<file path="config.mk">
export PLATFORM = sky130hd
export DESIGN_NAME = vga_timing_gen
export DESIGN_NICKNAME = d
export VERILOG_FILES = /design/src/rtl/vga_pkg.sv /design/src/rtl/sync_delay.sv /design/src/rtl/vga_timing_gen.sv
export SDC_FILE = /design/constraint.sdc
export NUM_CORES = 1
export LEC_CHECK = 0
export CAP_MARGIN = 15
export CORE_AREA = 10 10 110 63
export DETAILED_ROUTE_END_ITERATION = 12
export DIE_AREA = 0 0 120 73
export PLACE_DENSITY = 0.8
export SYNTH_ARGS = -nofsm -noshare
export SYNTH_HDL_FRONTEND = slang
export SYNTH_HIERARCHICAL = 1
export SYNTH_SLANG_ARGS = --single-unit
</file>
<file path="constraint.sdc">
create_clock -name vga_clk -period 3 [get_ports vga_clk]
set_clock_uncertainty 0.05 [all_clocks]
set_input_delay 0.6 -clock vga_clk [delete_from_list [all_inputs] [get_ports vga_clk]]
set_output_delay 0.6 -clock vga_clk [all_outputs]
set_load 0.03 [all_outputs]
</file>
<file path="src/rtl/vga_pkg.sv">
// Shared VGA timing constants (640x480 @ 60 Hz from a 25 MHz pixel clock)
// and the coordinate type used by the color mapper and sprite modules.
package vga_pkg;

  localparam int unsigned VGA_H_ACTIVE = 640;
  localparam int unsigned VGA_H_FP     = 16;
  localparam int unsigned VGA_H_SYNC   = 96;
  localparam int unsigned VGA_H_BP     = 48;
  localparam int unsigned VGA_V_ACTIVE = 480;
  localparam int unsigned VGA_V_FP     = 10;
  localparam int unsigned VGA_V_SYNC   = 2;
  localparam int unsigned VGA_V_BP     = 33;

  localparam int unsigned VGA_H_TOTAL = VGA_H_ACTIVE + VGA_H_FP + VGA_H_SYNC + VGA_H_BP;
  localparam int unsigned VGA_V_TOTAL = VGA_V_ACTIVE + VGA_V_FP + VGA_V_SYNC + VGA_V_BP;

  typedef logic [9:0] coord_t;

endpackage

</file>
<file path="src/rtl/sync_delay.sv">
// N-stage shift register with a per-bit reset value; keeps sync/blank
// aligned with the registered sprite and background ROM data.
module sync_delay #(
  parameter int unsigned      WIDTH   = 1,
  parameter int unsigned      DEPTH   = 1,
  parameter logic [WIDTH-1:0] RST_VAL = '0
) (
  input  logic             clk_i,
  input  logic             rst_ni,
  input  logic [WIDTH-1:0] d_i,
  output logic [WIDTH-1:0] q_o
);

  logic [WIDTH-1:0] stage_q [DEPTH];

  always_ff @(posedge clk_i or negedge rst_ni) begin
    if (!rst_ni) begin
      for (int unsigned i = 0; i < DEPTH; i++) begin
        stage_q[i] <= RST_VAL;
      end
    end else begin
      stage_q[0] <= d_i;
      for (int unsigned i = 1; i < DEPTH; i++) begin
        stage_q[i] <= stage_q[i-1];
      end
    end
  end

  assign q_o = stage_q[DEPTH-1];

endmodule

</file>
<file path="src/rtl/vga_timing_gen.sv">
// VGA raster generator: zero-latency DrawX/DrawY counters, pipelined
// hs/vs/blank, plus a once-per-frame tick and a wrapping frame counter.
module vga_timing_gen
  import vga_pkg::*;
#(
  parameter int unsigned H_ACTIVE = VGA_H_ACTIVE,
  parameter int unsigned H_FP     = VGA_H_FP,
  parameter int unsigned H_SYNC   = VGA_H_SYNC,
  parameter int unsigned H_BP     = VGA_H_BP,
  parameter int unsigned V_ACTIVE = VGA_V_ACTIVE,
  parameter int unsigned V_FP     = VGA_V_FP,
  parameter int unsigned V_SYNC   = VGA_V_SYNC,
  parameter int unsigned V_BP     = VGA_V_BP,
  parameter int unsigned PIPE_DLY = 1
) (
  input  logic        vga_clk,
  input  logic        reset_n,
  output coord_t      DrawX,
  output coord_t      DrawY,
  output logic        hs,
  output logic        vs,
  output logic        blank,
  output logic        frame_tick,
  output logic [15:0] frame_count
);

  localparam int unsigned H_TOTAL = H_ACTIVE + H_FP + H_SYNC + H_BP;
  localparam int unsigned V_TOTAL = V_ACTIVE + V_FP + V_SYNC + V_BP;

  localparam coord_t H_LAST   = coord_t'(H_TOTAL - 1);
  localparam coord_t V_LAST   = coord_t'(V_TOTAL - 1);
  localparam coord_t H_ACT    = coord_t'(H_ACTIVE);
  localparam coord_t V_ACT    = coord_t'(V_ACTIVE);
  localparam coord_t HS_START = coord_t'(H_ACTIVE + H_FP);
  localparam coord_t HS_END   = coord_t'(H_ACTIVE + H_FP + H_SYNC);
  localparam coord_t VS_START = coord_t'(V_ACTIVE + V_FP);
  localparam coord_t VS_END   = coord_t'(V_ACTIVE + V_FP + V_SYNC);

  if (PIPE_DLY < 1 || PIPE_DLY > 3) begin : g_bad_pipe_dly
    $error("vga_timing_gen: PIPE_DLY must be in 1..3");
  end

  coord_t      hc_q, hc_d;
  coord_t      vc_q, vc_d;
  logic        frame_tick_q, frame_tick_d;
  logic [15:0] frame_count_q, frame_count_d;
  logic        line_end;
  logic        hs_raw, vs_raw, blank_raw;
  logic [2:0]  sync_dly;

  always_comb begin
    line_end = (hc_q == H_LAST);
    hc_d     = line_end ? '0 : hc_q + 1'b1;
    vc_d     = vc_q;
    if (line_end) begin
      vc_d = (vc_q == V_LAST) ? '0 : vc_q + 1'b1;
    end
    // Registered tick: high in the cycle whose counters read (0, V_ACTIVE).
    frame_tick_d  = (hc_d == '0) && (vc_d == V_ACT);
    frame_count_d = frame_count_q + 16'(frame_tick_q);

    hs_raw    = !((hc_q >= HS_START) && (hc_q < HS_END));
    vs_raw    = !((vc_q >= VS_START) && (vc_q < VS_END));
    blank_raw = (hc_q < H_ACT) && (vc_q < V_ACT);
  end

  always_ff @(posedge vga_clk or negedge reset_n) begin
    if (!reset_n) begin
      hc_q          <= '0;
      vc_q          <= '0;
      frame_tick_q  <= 1'b0;
      frame_count_q <= '0;
    end else begin
      hc_q          <= hc_d;
      vc_q          <= vc_d;
      frame_tick_q  <= frame_tick_d;
      frame_count_q <= frame_count_d;
    end
  end

  sync_delay #(
    .WIDTH   (3),
    .DEPTH   (PIPE_DLY),
    .RST_VAL (3'b110)
  ) u_sync_delay (
    .clk_i  (vga_clk),
    .rst_ni (reset_n),
    .d_i    ({hs_raw, vs_raw, blank_raw}),
    .q_o    (sync_dly)
  );

  assign {hs, vs, blank} = sync_dly;
  assign DrawX           = hc_q;
  assign DrawY           = vc_q;
  assign frame_tick      = frame_tick_q;
  assign frame_count     = frame_count_q;

endmodule
</file>
# After elaboration in Yosys (flattened, before gate mapping)
# Cells that the tools add are included.
word_totals:
  latchBits: 0
  n_memories: 0
  mem_bits_ro: 0
  mem_bits_rw: 0
  register_bits: 40
op_classes:
  mul: 0
  n_addsub: 3
  muxes: 3
  n_div: 0
  n_eq_ne: 3
  bitwise_logic: 0
  n_lt_le_gt_ge: 6
  n_reduce_logical: 7
  n_shift: 0
op_table:
  columns: ["cell", "count"]
  rows:
  - ["$mux W10", 3]
  - ["$add A10 B1 Y10 const B", 2]
  - ["$eq A10 B10 Y1 const B", 2]
  - ["$lt A10 B10 Y1 const B", 2]
  - ["$lt A10 B9 Y1 const B", 2]
  - ["$add A16 B1 Y16", 1]
  - ["$eq A10 B9 Y1 const B", 1]
  - ["$ge A10 B10 Y1 const B", 1]
  - ["$ge A10 B9 Y1 const B", 1]
  - ["$logic_not A10 Y1", 1]
  - ["$logic_and A1 B1 Y1", 4]
  - ["$logic_not A1 Y1", 2]

# Depth between registers and ports, before layout
# Gate-level depths: netlist (run 1).
logic_depth:
  word_depth: 5
  mapped_depth: 9
  mapped_depth_nobuf: 8

# By module
# The synthesis (run 1) kept the hierarchy.
by_module_without_submodules:
  columns: ["mod", "area_each_um2", "cells_each", "n_inst", "seq_area_each_um2"]
  rows:
  - ["vga_timing_gen", 2100.8, 217, 1, 925.9]
  - ["sync_delay", 77.6, 3, 1, 77.6]

# Worst setup path after synthesis (run 1)
# OpenSTA, ideal clock, no wires.
synth_path:
  kind: "register -> register"
  from: "register hc_q[0] (netlist: DrawX[0])"
  to: "register frame_tick_q (netlist: frame_tick)"
  n_path_buf: 1
  setup_time_ns: 0.111
  arrival_ns: 2.497
  path_stages_with_launch: 9
  slack_ns: 0.341
  cell_sequence: "dfrtp_1 > ha_1 > and4_1 > buf_4 > nand3_4 > or3_4 > xnor2_2 > or4b_1 > a2111oi_2"
synth_between:
  elab_chain_cells: 4
synth_lines:
  columns: ["element", "line_no", "source"]
  rows:
  - ["start: declaration", "vga_timing_gen.sv:43", "coord_t hc_q, hc_d;"]
  - ["start signal: assignment", "vga_timing_gen.sv:69", "hc_q <= '0;"]
  - ["start signal: assignment", "vga_timing_gen.sv:74", "hc_q <= hc_d;"]
  - ["$eq A10 B10 Y1", "vga_timing_gen.sv:52", "line_end = (hc_q == H_LAST);"]
  - ["$mux W10", "vga_timing_gen.sv:55", "if (line_end) begin"]
  - ["via vc_d[8]", "vga_timing_gen.sv:44", "coord_t vc_q, vc_d;"]
  - ["$eq A10 B9 Y1", "vga_timing_gen.sv:59", "frame_tick_d = (hc_d == '0) && (vc_d == V_ACT);"]
  - ["$logic_and A1 B1 Y1", "vga_timing_gen.sv:59", null]
  - ["via frame_tick_d", "vga_timing_gen.sv:45", "logic frame_tick_q, frame_tick_d;"]
  - ["end signal: assignment", "vga_timing_gen.sv:76", "frame_tick_q <= frame_tick_d;"]
  - ["end: declaration", "vga_timing_gen.sv:45", null]
# The timed path passes the listed nets, and every way through them passes these cells.

# Worst setup path in the final report (run 1)
layout_path:
  from: "register hc_q[0] (netlist: DrawX[0])"
  to: "register frame_tick_q (netlist: frame_tick)"
layout_between:
  elab_chain_cells: 4
layout_lines:
  columns: ["element", "line_no"]
  rows:
  - ["$add A10 B1 Y10 or $eq A10 B10 Y1 (tied branches)", "vga_timing_gen.sv:53, vga_timing_gen.sv:52"]
  - ["$mux W10 (on tied branches)", "vga_timing_gen.sv:53, vga_timing_gen.sv:55"]
  - ["$logic_not A10 Y1 or $eq A10 B9 Y1 (tied branches)", "vga_timing_gen.sv:59"]
  - ["$logic_and A1 B1 Y1 (*)", "vga_timing_gen.sv:59"]
  - ["via frame_tick_d", "vga_timing_gen.sv:45"]
# The timed path passes the listed nets; every way through them passes the cells marked *.

==> results of run 1 <==
-- cell families (layout without fill, tap and decap cells) --
group,after synthesis,in the layout
buf+inv,21,57
simple gates,96,96
compound gates,27,27
mux,3,3
xor+xnor,26,26
fa+ha+maj,7,7
flops,40,40
-- how the worst min path moves through the flow --
stage	from	endpoint	slack, ns	depth (start not counted)
detailed placement	frame_count[15]$_DFF_PN0_	frame_count[15]$_DFF_PN0_	0.42	1
global placement	frame_count[15]$_DFF_PN0_	frame_count[15]$_DFF_PN0_	0.41	1
CTS	reset_n	frame_count[0]$_DFF_PN0_	0.41	1
floorplan	reset_n	DrawX[0]$_DFF_PN0_	0.25	0
finish	reset_n	frame_count[0]$_DFF_PN0_	0.37	1
global route	reset_n	DrawY[5]$_DFF_PN0_	0.46	1
-- flip-flops by register name, indices dropped and copies added, names as in the netlist --
register,count
DrawY,10
frame_count,16
frame_tick,1
u_sync_delay/q_o,3
DrawX,10
-- cell usage in the layout (no fill, tap or decap), types with 3 or more instances in the layout --
cell,synthesis,layout
xor2_1,11,11
nand2_1,29,29
a31oi_1,4,4
o31ai_1,3,3
inv_1,7,7
clkbuf_8,0,5
nand4_1,9,9
and3_1,3,3
nand3_1,9,9
clkdlybuf4s50_1,0,40
dfrtp_1,38,38
nor2_1,20,20
nor3_1,7,7
o21ai_0,9,9
xnor2_1,14,14
ha_1,7,7
and4_1,3,3
-- metrics by stage --
| step | util | setup slack, ns |
|---|---|---|
| floorplan | - | 0.341 |
| global placement | 0.504 | 0.403 |
| detailed placement | 0.504 | 0.244 |
| CTS | 0.527 | 0.222 |
| global route | 0.527 | 0.0127 |
| finish | 0.527 | 0.227 |
-- cell type report --
type	instances	share of cell area
flip-flops and latches	40	0.369
multi-input cells	159	0.392
clock inverters	3	0.0175
well taps	73	0.0336
clock buffers	5	0.0253
repair buffers	42	0.152
inverters	7	0.00967
-- power breakdown --
part,internal (W),leakage [nW],switching [W]
Clock,0.000251,0.0583,0.000202
Combinational,0.000000471,0.545,0.00000992
Sequential,0.000539,0.532,0
-- critical path, cell delays in order (launching register included) --
cell,delay [ns]
dfrtp_1,0.42
ha_1,0.28
and4_1,0.39
and3_2,0.38
nand2_1,0.14
or4b_2,0.69
a2111oi_2,0.32
-- layer usage --
layer  wire (um)  up-vias  GRT usage  share of wire
met2        1960       69      0.166           0.39
met1        2510      817      0.172           0.50
met3         544        5     0.0533           0.11
met5           0        -          0              0
li1            -      832          -              -
met4          21        0     0.0239         0.0042
==> results.tsv, run 1 <==
metric	value	unit
area_delta_synth_final	24.7	%
muxShareOfSynthArea	0.0144	
required	3.13	ns
grt_pass1_vias	1653	
wirelength	5.03	mm
synth_adder_area_share	0.0402	
cts_tree	done	
overflow	0	
die_x	120	um
reg2reg_depth	6	
r2r-end	frame_tick$_DFF_PN0_	
fmax	361	MHz
pwr_density_cell	369	mW/mm2
nFillCells	472	
whs	0.370	ns
viasPerCell	5.24	
vdd_drop_max	0.193	mV
place_hpwl	3.77	mm
clock_sink_count	40	
layout-drive-gt1-share	0.0938	
syn-cell-area	0.00218	mm2
cp_max_fo	11	
synth_common_cells	38 x dfrtp_1, 29 x nand2_1, 20 x nor2_1	
start_util	0.422	
firstDrtPassIters	4	
post_cts_resize_count	0	
hp-class	input port to async pin	
synth.net_count	229	
period_share	0.924	
hold_violations	0	
clock_path_buffers	2	
critPathKind	flop to flop	
total_power	0.00100	W
critPathCaptureType	flop	
drv_slew	0	
wl_per_cell	15.3	um
cts.root.buffer_cell	clkbuf_8	
portBuffers	41	
grt_max_degree	41	
synth_seq_cells	40	
die_y	73	um
cts_buffers	5	
first_iter_violations	181	
crit-reg2reg-launch	DrawX[0]$_DFF_PN0_	
gp_congestion	0.900	
tightest_slew	0.876	ns
cts_hold_buf	0	
synth_top_area_frac	0.437	
htreeDepth	2	
cts_setup_buffers	0	
setup_tns	0	ns
row_count	19	
core	0.00516	mm2
final_area	0.00272	mm2
via_count	1723	
clk_latency	0.29	ns
start_kind	flop	
synth_compound_area_frac	0.0827	
synthXorXnorAreaFrac	0.108	
synth-edff-count	0	
seq_area_frac_synth	0.461	
cts.clk_slew.worst_paths	0.08	ns
place_area	0.00260	mm2
syn_avg_cell_area	9.90	um2
leakagePower	1.14	nW
grt_antenna_before_repair	0	
multiInputGateArea	0.00107	mm2
timing.critical_path.from	DrawX[0]$_DFF_PN0_	
synth_area_leaders	dfrtp_1 44%, xnor2_1 5.6%, nand2_1 5.0%	
regArea	0.00100	mm2
synth_top_family_by_area	simple AND/OR/NAND/NOR gates	
crit_end	frame_tick$_DFF_PN0_	
n_antenna_cell	0	
ant_nets	0	
dpl.cell_count	321	
cap_violations	0	
yosys_warnings	6	
synthSimpleGateAreaFrac	0.244	
outcome	complete, no violations	
slew-limit-headroom	0.416	
ys_types	47	
setup_viol	0	
rsz0062_at_grt	false	
finalCriticalPeriod	2.77	ns
grtUsageTotal	0.122	
grt_pass1_wl	8.67	mm
r2r_slack	0.23	ns
synth_top_area_cell	dfrtp_1	
final_nets	264	
cp_data_arrival_time	2.91	ns
synthCells	220	
synth_most_common_cell	dfrtp_1	
drc	0	
fp.dieArea	0.00876	mm2
synth_ff_type	dfrtp_1	
ios	42	
layoutNonFillerInstCount	329	
async_flop_share	1.00	
Note: power is estimated with default switching activity, not from simulation.
==> inputs of run 2 (changes only) <==
--- a/config.mk
+++ b/config.mk
@@ -6,11 +6,11 @@
 export NUM_CORES = 1
 export LEC_CHECK = 0
 export CAP_MARGIN = 15
-export CORE_AREA = 10 10 110 63
+export CORE_AREA = 10 10 106 61
 export DETAILED_ROUTE_END_ITERATION = 12
-export DIE_AREA = 0 0 120 73
-export PLACE_DENSITY = 0.8
+export DIE_AREA = 0 0 116 71
+export PLACE_DENSITY = 0.81
 export SYNTH_ARGS = -nofsm -noshare
 export SYNTH_HDL_FRONTEND = slang
-export SYNTH_HIERARCHICAL = 1
 export SYNTH_SLANG_ARGS = --single-unit
+export TNS_END_PERCENT = 30
==> results.tsv, run 2 <==
metric	value	unit	change
grt_max_degree	41		unchanged
clk_latency	0.29	ns	about the same
finalCriticalPeriod	2.72	ns	-0.0545 ns
final_common_cell	clkdlybuf4s50_1		
critPathCaptureType	flop		
r2r_slack	0.28	ns	+0.05 ns
slowest_delay	0.52	ns	-0.17 ns
portBuffers	41		unchanged
synth.net_count	207		-9.6%
post_cts_resize_count	0		unchanged
outcome	complete, no violations		
largest_reg_flops	16		unchanged
cp_max_fo	5		-6
regArea	0.00100	mm2	unchanged
crit_chain	ha_1, nand4_2, or4_1, or4_1, o311a_1, or4_4, nor4_2		
setup_tns	0	ns	unchanged
cts_buffers	5		unchanged
synth_top_family_by_area	simple AND/OR/NAND/NOR gates		
whs	0.372	ns	+0.00260 ns
p_sw	0.000196	W	-7.8%
synth_top_area_frac	0.469		+0.0320
tightest_slew	0.890	ns	+0.0146 ns
wirelength	5.03	mm	about the same
fmax	368	MHz	+2.0%
syn_avg_cell_area	10.2	um2	+3.5%
cts.root.buffer_cell	clkbuf_8		
synth_area_leaders	dfrtp_1 47%, xnor2_1 6.9%, nand2_1 4.6%		
htreeDepth	2		unchanged
synth-edff-count	0		unchanged
clock_sink_count	40		unchanged
area_delta_synth_final	29.2	%	
cts.clk_slew.worst_paths	0.08	ns	about the same
period_share	0.906		-0.0182
seqPwrFrac	0.549		+0.011
grt_pass1_wl	8.58	mm	-1.1%
die_x	116	um	-3.3%
layout-drive-gt1-share	0.106		+0.0119
final_cell_mix	40 x clkdlybuf4s50_1, 38 x dfrtp_1, 25 x nand2_1, 16 x nand3_1, 16 x xnor2_1		
synthSimpleGateAreaFrac	0.237		-0.00675
gp_congestion	0.845		-6.1%
overflow	0		unchanged
n_antenna_cell	0		unchanged
row_count	18		-1
drc	0		unchanged
firstDrtPassIters	4		unchanged
cts_tree	done		
muxShareOfSynthArea	0.00740		-0.00696
intPower	0.000786	W	-0.47%
leakagePower	1.10	nW	-3.0%
synth_top_area_cell	dfrtp_1		
clock_path_buffers	2		unchanged
viasPerCell	5.38		+2.8%
crit_top_cell	or4_1		
slew-limit-headroom	0.406		-0.00974
synth_most_common_cell	dfrtp_1		
critPathKind	flop to flop		
wl_per_cell	16.4	um	+7.4%
ys_types	40		-15%
synth_compound_area_frac	0.0814		-0.00133
combinationalPowerShare	0.011		about the same
ant_nets	0		unchanged
cts_hold_buf	0		unchanged
hp-class	input port to async pin		
die_y	71	um	-2.7%
seq_area_frac_synth	0.494		+0.0338
pwr_density_cell	374	mW/mm2	+1.5%
yosys_warnings	0		-6
start_kind	flop		
total_power	0.000982	W	-2.0%
drv_slew	0		unchanged
first_iter_violations	125		-31%
syn-cell-area	0.00203	mm2	-6.8%
synth_seq_cells	40		unchanged
via_count	1647		-4.4%
grt_antenna_before_repair	0		unchanged
setup_ws	0.282	ns	+0.0545 ns
cpMaxStageDelayCell	or4_1		
required	3.15	ns	+0.02 ns
core	0.00468	mm2	-9.2%
start_util	0.433		+0.0110
multiInputGateArea	960	um2	-10%
grtUsageTotal	0.129		+0.00697
place_area	0.00251	mm2	-3.3%
synth_common_cells	38 x dfrtp_1, 25 x nand2_1, 16 x nand3_1, 16 x xnor2_1, 12 x nor2_1		
synthXorXnorAreaFrac	0.104		-0.00441
fp.dieArea	0.00824	mm2	-6.0%
rsz0062_at_grt	false		
switching_share	0.199		-0.0124
cp_data_arrival_time	2.87	ns	-0.04 ns
nFillCells	419		-11%
ios	42		unchanged
final_nets	254		-3.8%
pre_cts_slack	0.312	ns	+0.0679 ns
synth_adder_area_share	0.0432		+0.00295
setup_viol	0		unchanged
place_hpwl	3.84	mm	+1.9%
synth_ff_type	dfrtp_1		
cap_violations	0		unchanged
hold_violations	0		unchanged
cts_setup_buffers	0		unchanged
async_flop_share	1.00		unchanged
synthCells	198		-10%
vdd_drop_max	0.171	mV	-11%
p_clk_frac	0.440		-0.012
final_area	0.00262	mm2	-3.5%
grt_pass1_vias	1574		-4.8%
## run 2: changes by cell type after synthesis, moves of 4 or more
| cell | previous run | this run |
|---|---|---|
| nand3_1 | 9 | 16 |
| nand2_1 | 29 | 25 |
| nor2_1 | 20 | 12 |
| or4_1 | 0 | 4 |
## run 2: final timing paths
path,cells after the start,end,start
max,7,frame_tick$_DFF_PN0_,DrawX[0]$_DFF_PN0_
min,1,frame_count[14]$_DFF_PN0_,reset_n
max reg2reg,7,frame_tick$_DFF_PN0_,DrawX[0]$_DFF_PN0_
min reg2reg,1,frame_count[15]$_DFF_PN0_,frame_count[15]$_DFF_PN0_
max in group asynchronous,1,DrawX[5]$_DFF_PN0_,reset_n
min in group vga_clk,1,frame_count[15]$_DFF_PN0_,frame_count[15]$_DFF_PN0_
## run 2: power by group through the flow
| stage | Combinational (W) | Sequential, W | Clock, W |
|---|---|---|---|
| final | 0.0000106 | 0.000539 | 0.000433 |
| after global routing | 0.0000130 | 0.000539 | 0.000474 |
| after CTS | 0.0000113 | 0.000539 | 0.000446 |
| after detailed placement | 0.0000114 | 0.000549 | 0 |
| after global placement | 0.0000112 | 0.000549 | 0 |
| after floorplan | 0.000000000357 | 0.000550 | 0 |
## run 2: kinds of logic (layout without fill, tap and decap cells)
family / Yosys count / after routing
simple gates: 89 / 89
flops: 40 / 40
compound gates: 24 / 24
xor+xnor: 24 / 24
buf+inv: 13 / 61
fa+ha+maj: 7 / 7
mux: 1 / 1
## run 2: layout make-up
cell class	count	area share
tap	60	0.0286
multi-input combinational	145	0.366
timing repair buffer	48	0.175
clock buffer	6	0.0277
sequential	40	0.383
clock inverter	2	0.0134
inverter	5	0.00716
## run 2: worst max-delay path: cells and delay by family, from the launching register on
family / cells / cell delay (ns)
compound gates: 1 / 0.12
simple gates: 5 / 1.83
flops: 1 / 0.35
fa+ha+maj: 1 / 0.26
## run 2: layer usage
metal | GRT usage | wire, um | up-vias
li1 | - | - | 798
met1 | 0.194 | 2580 | 771
met2 | 0.166 | 2010 | 68
met3 | 0.0354 | 367 | 10
met4 | 0.0469 | 76 | 0
met5 | 0 | 0 | -
## run 2: stage by stage
| stage | cells | util |
|---|---|---|
| 6_report | 306 | 0.560 |
| 5_1_grt | 306 | 0.560 |
| 4_1_cts | 306 | 0.560 |
| 3_5_place_dp | 298 | 0.537 |
| 3_3_place_gp | 298 | 0.537 |
| 2_1_floorplan | 198 | - |
==> inputs of run 3 (changes only) <==
--- a/config.mk
+++ b/config.mk
@@ -5,11 +5,12 @@
 export SDC_FILE = /design/constraint.sdc
 export NUM_CORES = 1
 export LEC_CHECK = 0
+export ABC_AREA = 1
 export CAP_MARGIN = 15
-export CORE_AREA = 10 10 106 61
+export CORE_AREA = 10 10 111 63
 export DETAILED_ROUTE_END_ITERATION = 12
-export DIE_AREA = 0 0 116 71
-export PLACE_DENSITY = 0.81
+export DIE_AREA = 0 0 121 73
+export PLACE_DENSITY = 0.8
 export SYNTH_ARGS = -nofsm -noshare
 export SYNTH_HDL_FRONTEND = slang
 export SYNTH_SLANG_ARGS = --single-unit
==> results.tsv, run 3 <==
metric	value	unit	change
drv_slew	0		unchanged
cts_tree	done		
place_area	0.00269	mm2	+7.1%
synth_common_cells	59 x nand2_1, 40 x inv_1, 38 x dfrtp_1		
core	0.00521	mm2	+11%
slowest_delay	0.74	ns	+0.22 ns
synth-edff-count	0		unchanged
tightest_slew	0.902	ns	+0.0121 ns
fmax	448	MHz	+22%
pre_cts_slack	1.04	ns	+0.729 ns
synthCells	260		+31%
cts_buffers	5		unchanged
fp.dieArea	0.00883	mm2	+7.2%
start_kind	flop		
cts.clk_slew.worst_paths	0.08	ns	about the same
hold_violations	0		unchanged
place_hpwl	4.10	mm	+6.8%
grt_max_degree	41		unchanged
grt_antenna_before_repair	0		unchanged
syn_avg_cell_area	8.51	um2	-17%
largest_reg_flops	16		unchanged
hp-class	input port to async pin		
final_cell_mix	59 x nand2_1, 40 x inv_1, 40 x clkdlybuf4s50_1, 38 x dfrtp_1, 26 x nand3_1		
multiInputGateArea	0.00101	mm2	+5.2%
crit_chain	clkdlybuf4s50_1		
grt_use_met3	0.0479		+0.0125
cts.root.buffer_cell	clkbuf_8		
regArea	0.00100	mm2	unchanged
required	2.35	ns	-0.80 ns
crit-reg2reg-launch	frame_count[0]$_DFF_PN0_		
pwr_density_cell	357	mW/mm2	-4.6%
outcome	complete, no violations		
cts_setup_buffers	0		unchanged
clock_path_buffers	2		unchanged
seq_area_frac_synth	0.453		-0.0411
grt_pass1_wl	8.83	mm	+2.9%
htreeDepth	2		unchanged
wirelength	5.21	mm	+3.7%
r2r-end	frame_count[14]$_DFF_PN0_		
overflow	0		unchanged
post_cts_resize_count	0		unchanged
grtUsageTotal	0.123		-0.00602
cp_data_arrival_time	1.58	ns	-1.29 ns
setup_ws	0.769	ns	+0.487 ns
total_power	0.00100	W	+2.2%
final_nets	315		+24%
async_flop_share	1.00		unchanged
yosys_warnings	0		unchanged
area_delta_synth_final	27.0	%	
cap_violations	0		unchanged
setup_tns	0	ns	unchanged
vdd_drop_max	0.193	mV	+13%
synth_top_area_cell	dfrtp_1		
clk_latency	0.29	ns	about the same
start_util	0.425		-0.00809
first_iter_violations	255		+100%
viasPerCell	4.84		-10%
clock_sink_count	40		unchanged
use_met1	0.178		-0.0168
ant_nets	0		unchanged
synth_area_leaders	dfrtp_1 43%, nand2_1 10%, inv_1 6.8%		
critPathCaptureType	primary output		
gp_congestion	0.930		+10%
reg2reg_depth	10		+3
grt_pass1_vias	1787		+14%
die_y	73	um	+2.8%
drc	0		unchanged
portBuffers	41		unchanged
synth_most_common_cell	nand2_1		
ys_types	34		-15%
syn-cell-area	0.00221	mm2	+9.1%
synth_ff_type	dfrtp_1		
busiest_layer	met1		
row_count	19		+1
ios	42		unchanged
worstPathBufferInverterCount	1		+1
layoutNonFillerInstCount	380		+24%
synth_seq_cells	40		unchanged
path_delay_family	buffers and inverters		
nFillCells	467		+11%
firstDrtPassIters	4		unchanged
r2r_slack	1.05	ns	+0.77 ns
cp_max_fo	8		+3
wl_per_cell	13.7	um	-17%
cpMaxStageDelayCell	clkdlybuf4s50_1		
period_share	0.744		-0.162
slew-limit-headroom	0.398		-0.00806
n_antenna_cell	0		unchanged
dpl.cell_count	372		+25%
cts_hold_buf	0		unchanged
grt_use_met2	0.166		-0.000687
rsz0062_at_grt	false		
final_common_cell	nand2_1		
via_count	1839		+12%
synth.net_count	269		+30%
synth_top_area_frac	0.430		-0.0389
leakagePower	1.33	nW	+21%
final_area	0.00281	mm2	+7.2%
critPathKind	flop to primary output		
finalCriticalPeriod	2.23	ns	-0.487 ns
die_x	121	um	+4.3%
setup_viol	0		unchanged
layout-drive-gt1-share	0.140		+0.0344
==> run 3: report_power, final <==
part           internal [W]  leakage [nW]  switching [W]
logic           0.000000471         0.743      0.0000102
clock network      0.000251        0.0583       0.000204
registers          0.000539         0.532              0
total              0.000790          1.33       0.000214
==> run 3: final cells by class <==
cell class / count / area share
multi-input cells: 171 / 0.359
clock inverters: 3 / 0.0169
flip-flops and latches: 40 / 0.357
inverters: 47 / 0.0654
well taps: 73 / 0.0325
clock buffers: 5 / 0.0245
repair buffers: 41 / 0.144
==> run 3: cells by family after synthesis <==
| family | Yosys count | share of synthesized area |
|---|---|---|
| AOI/OAI and AO/OA | 10 | 0.0373 |
| adders and majority gates | 7 | 0.0396 |
| DFF | 40 | 0.453 |
| xor gates and xnor gates | 17 | 0.0673 |
| and+or+nand+nor | 137 | 0.312 |
| buffers and inverters | 49 | 0.0904 |
==> run 3: per-stage QoR <==
stage | utilization | hold WS [ns]
final | 0.540 | 0.377
after global routing | 0.540 | 0.442
after CTS | 0.540 | 0.400
after detailed placement | 0.517 | 0.417
after global placement | 0.517 | 0.411
after floorplan | - | 0.254
==> run 3: worst max path at each step <==
stage	startpoint	end	slack, ns	cells past startpoint
floorplan	frame_count[0]$_DFF_PN0_	frame_count[14]$_DFF_PN0_	0.98	10
global placement	frame_tick$_DFF_PN0_	frame_count[14]$_DFF_PN0_	1.09	10
detailed placement	frame_count[0]$_DFF_PN0_	frame_count[14]$_DFF_PN0_	1.04	10
CTS	DrawY[1]$_DFF_PN0_	DrawY[1]	0.77	1
global route	DrawY[4]$_DFF_PN0_	DrawY[4]	0.70	1
finish	DrawY[1]$_DFF_PN0_	DrawY[1]	0.77	1
==> run 3: routing by layer <==
layer | wire length (um) | vias up
li1 | - | 905
met1 | 2590 | 856
met2 | 2010 | 76
met3 | 596 | 2
met4 | 21 | 0
met5 | 0 | -
